==> src/rtl/hazard_ctrl.sv <==
// Pipeline stall/flush controller: latch enables, bubble strobes, halt and DWAIT watchdog.
// Optional statistics counters are built when HAZARD_STATS_EN is defined.
module hazard_ctrl #(
    parameter int DWAIT_MAX = 64,
    parameter int CNT_W     = 32
) (
    input  logic             CLK,
    input  logic             RST,
    input  logic             ihit,
    input  logic             dhit,
    input  logic             mem_req,
    input  logic             idex_memread,
    input  logic [4:0]       idex_rt,
    input  logic [4:0]       ifid_rs,
    input  logic [4:0]       ifid_rt,
    input  logic             br_taken,
    input  logic             halt_wb,
    output logic             pc_wen,
    output logic             ifid_wen,
    output logic             idex_wen,
    output logic             exmem_wen,
    output logic             memwb_wen,
    output logic             ifid_flush,
    output logic             idex_flush,
    output logic             exmem_flush,
    output logic             halted,
    output logic             wait_err,
    output logic [CNT_W-1:0] dstall_cnt,
    output logic [CNT_W-1:0] istall_cnt,
    output logic [CNT_W-1:0] flush_cnt
);

    typedef enum logic [1:0] {
        RUN    = 2'd0,
        DWAIT  = 2'd1,
        HALTED = 2'd2
    } state_t;

    localparam int WW = $clog2(DWAIT_MAX + 1);

    state_t        state;
    state_t        state_nx;
    logic [WW-1:0] wcnt;

    logic load_use;
    logic stop;
    logic dstall;
    logic apply_br;
    logic apply_lu;
    logic apply_is;

    assign load_use = idex_memread && (idex_rt != 5'd0)
                   && ((idex_rt == ifid_rs) || (idex_rt == ifid_rt));

    // Mutually exclusive events, resolved in priority order
    assign stop     = (state == HALTED) || halt_wb;
    assign dstall   = !stop && mem_req && !dhit;
    assign apply_br = !stop && !dstall && br_taken;
    assign apply_lu = !stop && !dstall && !br_taken && load_use;
    assign apply_is = !stop && !dstall && !br_taken && !load_use && !ihit;

    assign halted = (state == HALTED);

    always_ff @(posedge CLK or posedge RST) begin
        if (RST) begin
            state <= RUN;
        end else begin
            state <= state_nx;
        end
    end

    always_comb begin
        state_nx = state;
        if (stop) begin
            state_nx = HALTED;
        end else begin
            unique case (state)
                RUN:     if (mem_req && !dhit) state_nx = DWAIT;
                DWAIT:   if (dhit) state_nx = RUN;
                default: state_nx = RUN;
            endcase
        end
    end

    always_comb begin
        pc_wen      = 1'b0;
        ifid_wen    = 1'b0;
        idex_wen    = 1'b0;
        exmem_wen   = 1'b0;
        memwb_wen   = 1'b0;
        ifid_flush  = 1'b0;
        idex_flush  = 1'b0;
        exmem_flush = 1'b0;
        if (!RST) begin
            unique case (1'b1)
                stop, dstall: begin
                end
                apply_br: begin
                    pc_wen      = 1'b1;
                    ifid_wen    = 1'b1;
                    idex_wen    = 1'b1;
                    exmem_wen   = 1'b1;
                    memwb_wen   = 1'b1;
                    ifid_flush  = 1'b1;
                    idex_flush  = 1'b1;
                    exmem_flush = 1'b1;
                end
                apply_lu: begin
                    idex_wen   = 1'b1;
                    exmem_wen  = 1'b1;
                    memwb_wen  = 1'b1;
                    idex_flush = 1'b1;
                end
                apply_is: begin
                    ifid_wen   = 1'b1;
                    idex_wen   = 1'b1;
                    exmem_wen  = 1'b1;
                    memwb_wen  = 1'b1;
                    ifid_flush = 1'b1;
                end
                default: begin
                    pc_wen    = 1'b1;
                    ifid_wen  = 1'b1;
                    idex_wen  = 1'b1;
                    exmem_wen = 1'b1;
                    memwb_wen = 1'b1;
                end
            endcase
        end
    end

    // Watchdog counts unanswered DWAIT cycles and saturates at DWAIT_MAX
    always_ff @(posedge CLK or posedge RST) begin
        if (RST) begin
            wcnt     <= '0;
            wait_err <= 1'b0;
        end else if (state == DWAIT && !dhit && !halt_wb) begin
            if (wcnt != WW'(DWAIT_MAX)) wcnt <= wcnt + WW'(1);
            if (wcnt >= WW'(DWAIT_MAX - 1)) wait_err <= 1'b1;
        end else begin
            wcnt <= '0;
        end
    end

`ifdef HAZARD_STATS_EN
    always_ff @(posedge CLK or posedge RST) begin
        if (RST) begin
            dstall_cnt <= '0;
            istall_cnt <= '0;
            flush_cnt  <= '0;
        end else begin
            if (dstall)   dstall_cnt <= dstall_cnt + CNT_W'(1);
            if (apply_is) istall_cnt <= istall_cnt + CNT_W'(1);
            if (apply_br) flush_cnt  <= flush_cnt + CNT_W'(1);
        end
    end
`else
    assign dstall_cnt = '0;
    assign istall_cnt = '0;
    assign flush_cnt  = '0;
`endif

endmodule

==> config.mk <==
export PLATFORM = sky130hd
export DESIGN_NAME = hazard_ctrl
export DESIGN_NICKNAME = d
export VERILOG_FILES = /design/src/rtl/hazard_ctrl.sv
export SDC_FILE = /design/constraint.sdc
export NUM_CORES = 1
export LEC_CHECK = 0
export BUFFER_PORTS_ARGS = -buffer_cell sky130_fd_sc_hd__buf_2
export CAP_MARGIN = 20
export CORE_MARGIN = 3
export CORE_UTILIZATION = 23
export DETAILED_ROUTE_END_ITERATION = 7
export PLACE_DENSITY = 0.61
export SYNTH_ARGS = -nofsm -noshare
export SYNTH_HDL_FRONTEND = slang
export SYNTH_SLANG_ARGS = --single-unit
export TNS_END_PERCENT = 5
==> constraint.sdc <==
create_clock -name CLK -period 4 [get_ports CLK]
set_input_delay 0.8 -clock CLK [delete_from_list [all_inputs] [get_ports CLK]]
set_output_delay 0.8 -clock CLK [all_outputs]
set_load 0.05 [all_outputs]
==> report_table.html <==
<table>
<tr><th>Metric</th><th>Value</th></tr>
<tr><th colspan="2">Pwr</th></tr>
<tr><td>Power density over the cells</td><td>334 nW/um^2</td></tr>
<tr><td>Maximum resistive drop on vdd</td><td>86.6 uV</td></tr>
<tr><td>Internal Pwr Total</td><td>205 uW</td></tr>
<tr><td>Leakage power of the design</td><td>0.000740 uW</td></tr>
<tr><td>Net switching power figure</td><td>251 uW</td></tr>
<tr><td>Clock network power share</td><td>27.2%</td></tr>
<tr><td>Portion of total power attributed to combinational logic</td><td>50.6%</td></tr>
<tr><td>Switching part of the total</td><td>55.0%</td></tr>
<tr><td>Sequential share of power</td><td>22.3%</td></tr>
<tr><th colspan="2">Clocking</th></tr>
<tr><td>Number of buffers added to fix hold violations after cts</td><td>0</td></tr>
<tr><td>Clock slew seen by the registers of the worst setup and hold paths</td><td>50 ps</td></tr>
<tr><td>Clock buffers created by TritonCTS</td><td>3</td></tr>
<tr><td>Clock tree from TritonCTS</td><td>done</td></tr>
<tr><td>H-tree depth reported by CTS</td><td>1</td></tr>
<tr><td>CTS root buffer</td><td>sky130_fd_sc_hd__clkbuf_8</td></tr>
<tr><td>Quantity of gates resized following cts</td><td>0</td></tr>
<tr><td>Post-CTS setup buffers</td><td>0</td></tr>
<tr><td>Clock Sinks</td><td>10</td></tr>
<tr><td>Clk Latency, worst-skew pair</td><td>230 ps</td></tr>
<tr><td>Worst-case clock buffer depth</td><td>2</td></tr>
<tr><th colspan="2">Floorplan</th></tr>
<tr><td>Number of primary I/O pins</td><td>129</td></tr>
<tr><td>Die area</td><td>7220 sq um</td></tr>
<tr><td>Vertical extent of the die</td><td>85.0 um</td></tr>
<tr><td>Row cnt</td><td>28</td></tr>
<tr><td>Initial Utilization</td><td>23.9%</td></tr>
<tr><td>Area of the core</td><td>5990 sq um</td></tr>
<tr><td>Width of the die</td><td>85.0 um</td></tr>
<tr><th colspan="2">Worst setup path</th></tr>
<tr><td>Critical setup path kind</td><td>in -&gt; out</td></tr>
<tr><td>Arrival time of the worst setup path</td><td>2220 ps</td></tr>
<tr><td>Critical path fanouts, max</td><td>3</td></tr>
<tr><td>Kind of capture point of the worst setup path</td><td>output pin</td></tr>
<tr><td>Required time of the worst setup path</td><td>3200 ps</td></tr>
<tr><td>Sort of element at the start of the critical path</td><td>input pin</td></tr>
<tr><th colspan="2">Job</th></tr>
<tr><td>Reported max-cap violation count</td><td>0</td></tr>
<tr><th colspan="2">Timing</th></tr>
<tr><td>Worst Skew</td><td>2.35 ps</td></tr>
<tr><td>Measured slew at the worst slew-check pin</td><td>522 ps</td></tr>
<tr><td>Total Negative Setup Slacks</td><td>0 ps</td></tr>
<tr><td>Setup repair after global routing missed its margin</td><td>no</td></tr>
<tr><td>Total setup violations reported at the end of the flow</td><td>0</td></tr>
<tr><td>Final hold violation count</td><td>0</td></tr>
<tr><td>Maximum clock frequency</td><td>331 MHz</td></tr>
<tr><td>Final Max Slew Viols</td><td>0</td></tr>
<tr><td>Relative slew slack</td><td>65.2%</td></tr>
<tr><td>Share of the clock period used by the worst path</td><td>75.5%</td></tr>
<tr><td>Shortest clock period the worst path allows after layout</td><td>3020 ps</td></tr>
<tr><td>Worst Setup Slack, final</td><td>979 ps</td></tr>
<tr><td>Hold WS</td><td>471 ps</td></tr>
<tr><th colspan="2">Status</th></tr>
<tr><td>Status</td><td>complete, no violations</td></tr>
<tr><th colspan="2">Final layout</th></tr>
<tr><td>Final Net Count</td><td>233</td></tr>
<tr><td>Synthesis-to-layout area growth</td><td>-4.89%</td></tr>
<tr><td>Share of final-layout standard cells stronger than drive strength 1</td><td>18.8%</td></tr>
<tr><td>FILL cells</td><td>654</td></tr>
<tr><td>Final design instance area without fill</td><td>1360 sq um</td></tr>
<tr><td>Area taken by flip-flops and latches</td><td>250 sq um</td></tr>
<tr><td>Count of antenna diodes in the layout</td><td>0</td></tr>
<tr><td>Footprint of the multi-input gates</td><td>786 sq um</td></tr>
<tr><th colspan="2">Detailed routing</th></tr>
<tr><td>Total wire length</td><td>2300 um</td></tr>
<tr><td>Number of vias per cell</td><td>3.23</td></tr>
<tr><td>Number of violations reported at the end of detailed-routing iteration 0</td><td>4</td></tr>
<tr><td>Final antenna-violating net count</td><td>0</td></tr>
<tr><td>DRT Pass-1 Iters</td><td>4</td></tr>
<tr><td>Remaining design rule violation count</td><td>0</td></tr>
<tr><td>Routed wire length per instance</td><td>8.15 um</td></tr>
<tr><td>Total number of vias</td><td>912</td></tr>
<tr><th colspan="2">Worst hold path</th></tr>
<tr><td>Worst hold path type</td><td>reg -&gt; reg</td></tr>
<tr><th colspan="2">Yosys</th></tr>
<tr><td>Cells after synthesis</td><td>174</td></tr>
<tr><td>Sequential share of the synthesized area</td><td>17.5%</td></tr>
<tr><td>Number of warning messages in the yosys log</td><td>0</td></tr>
<tr><td>Mean cell area of the mapped netlist</td><td>8.24 sq um</td></tr>
<tr><td>Distinct cell type count of the synthesized netlist</td><td>30</td></tr>
<tr><td>Post-synthesis sequential element count</td><td>10</td></tr>
<tr><td>Synth Cell Area</td><td>1430 sq um</td></tr>
<tr><th colspan="2">Global route</th></tr>
<tr><td>Total global routing track utilization</td><td>5.68%</td></tr>
<tr><td>First-pass GRT wire length</td><td>3270 um</td></tr>
<tr><td>Initial antenna violation count</td><td>0</td></tr>
<tr><td>Maximum number of pins on one net before global-route repair</td><td>11</td></tr>
<tr><td>Vias in the first global route</td><td>745</td></tr>
<tr><td>Total congestion overflow after global routing</td><td>0</td></tr>
<tr><th colspan="2">Placement</th></tr>
<tr><td>Placement-stage worst setup slack</td><td>978 ps</td></tr>
<tr><td>Placed standard-cell area</td><td>1310 sq um</td></tr>
<tr><td>Final GP Congestion</td><td>0.837</td></tr>
<tr><td>PortBufs</td><td>32</td></tr>
<tr><td>Final HPWL DP</td><td>2030 um</td></tr>
</table>
placed cells by master (no fill, tap or decap):
cell / n
sky130_fd_sc_hd__nor2_1: 4
sky130_fd_sc_hd__a21oi_1: 6
sky130_fd_sc_hd__xor2_1: 2
sky130_fd_sc_hd__nand3_1: 5
sky130_fd_sc_hd__nand3b_1: 2
sky130_fd_sc_hd__conb_1: 96
sky130_fd_sc_hd__nand2_1: 5
sky130_fd_sc_hd__or3_1: 2
sky130_fd_sc_hd__nand2b_1: 1
sky130_fd_sc_hd__o21a_1: 2
sky130_fd_sc_hd__nor2b_1: 1
sky130_fd_sc_hd__nor3b_1: 1
sky130_fd_sc_hd__o21ai_0: 4
sky130_fd_sc_hd__nor4b_1: 1
sky130_fd_sc_hd__and2_1: 1
sky130_fd_sc_hd__o22ai_1: 1
sky130_fd_sc_hd__inv_1: 5
sky130_fd_sc_hd__mux2i_1: 1
sky130_fd_sc_hd__buf_2: 32
sky130_fd_sc_hd__or4_1: 1
sky130_fd_sc_hd__o21bai_1: 1
sky130_fd_sc_hd__a2111oi_4: 1
sky130_fd_sc_hd__dfrtp_1: 10
sky130_fd_sc_hd__a31o_1: 1
sky130_fd_sc_hd__or2_2: 1
sky130_fd_sc_hd__a21boi_1: 1
sky130_fd_sc_hd__nor2b_4: 1
sky130_fd_sc_hd__clkbuf_8: 4
sky130_fd_sc_hd__nor3_1: 1
sky130_fd_sc_hd__xnor2_1: 11
sky130_fd_sc_hd__ha_1: 2
layer usage:
metal / wire length, um / global-route usage [%] / share of wire, % / vias to the layer above
li1: - / - / - / 428
met1: 658 / 4.70 / 29 / 412
met2: 1280 / 11.4 / 56 / 70
met3: 341 / 1.46 / 15 / 2
met4: 14 / 3.88 / 0.61 / 0
met5: 0 / 0 / 0 / -
logic make-up after synthesis:
logic type	count (synthesis)	synth area share, %
XOR/XNOR	13	7.94
AO/OA/AOI/OAI	17	8.55
AND/OR/NAND/NOR	27	10.7
other	1	0.262
buffers and inverters	103	52.6
multiplexers	1	0.698
flip-flops	10	17.5
adder cells (fa/ha/maj)	2	1.74
worst max-delay path, stage by stage:
cell and delay, ps:
sky130_fd_sc_hd__buf_2 120, sky130_fd_sc_hd__or4_1 510, sky130_fd_sc_hd__o21a_1 200, sky130_fd_sc_hd__nor2b_4 130, sky130_fd_sc_hd__a21oi_1 170, sky130_fd_sc_hd__buf_2 290
layout make-up:
cell class | count | share of cell area (%)
repair buffers | 32 | 11.7
multi-input cells | 156 | 57.6
inverters | 5 | 1.38
flip-flops and latches | 10 | 18.3
well taps | 75 | 6.88
clock buffers | 4 | 4.04
worst paths after layout:
| kind | startpoint | endpoint | slack (ps) | cells after the start |
|---|---|---|---|---|
| setup / recovery | idex_rt[1] | pc_wen | 980 | 6 |
| hold / removal | wait_err | wait_err | 470 | 1 |
| setup reg to reg | wcnt[0] | wcnt[1] | 2580 | 6 |
| hold reg to reg | wait_err | wait_err | 470 | 1 |
| max in group asynchronous | RST | wait_err | 3150 | 2 |
| min in group asynchronous | RST | state[1] | 570 | 2 |
synth_stat cells, drive strengths merged:
cell type	number	share of area, %
buf	98	51
xnor2	11	6.7
dfrtp	10	17
a21oi	6	2.1
inv	5	1.3
nand2	5	1.3
nand3	5	1.7
nor2	4	1.0
o21ai	4	1.4
ha	2	1.7
nand3b	2	1.0
nor2b	2	1.4
o21a	2	1.0
or3	2	0.87
xor2	2	1.2
a2111oi	1	1.9
a21boi	1	0.52
a31o	1	0.61
and2	1	0.44
conb	1	0.26
mux2i	1	0.70
nand2b	1	0.44
nor3	1	0.35
nor3b	1	0.52
nor4b	1	0.61
o21bai	1	0.52
o22ai	1	0.44
or2	1	0.44
or4	1	0.52
sequential cells by signal, summed over array words and instances (netlist names):
name,flops
wcnt,7
wait_err,1
state,2
through the flow:
stage	total power, uW	cells	utilization [%]
6_report	456	282	22.8
5_1_grt	475	282	22.8
4_1_cts	460	282	22.8
3_5_place_dp	331	278	21.8
3_3_place_gp	331	278	21.8
2_1_floorplan	387	269	-
power groups by stage:
stage	Combinational (uW)	Sequential, uW	Clock (uW)
2_1_floorplan	284	103	0
3_3_place_gp	228	103	0
3_5_place_dp	228	103	0
4_1_cts	229	101	130
5_1_grt	239	101	135
6_report	231	101	124
No activity file was read; power rests on OpenSTA's default activity.
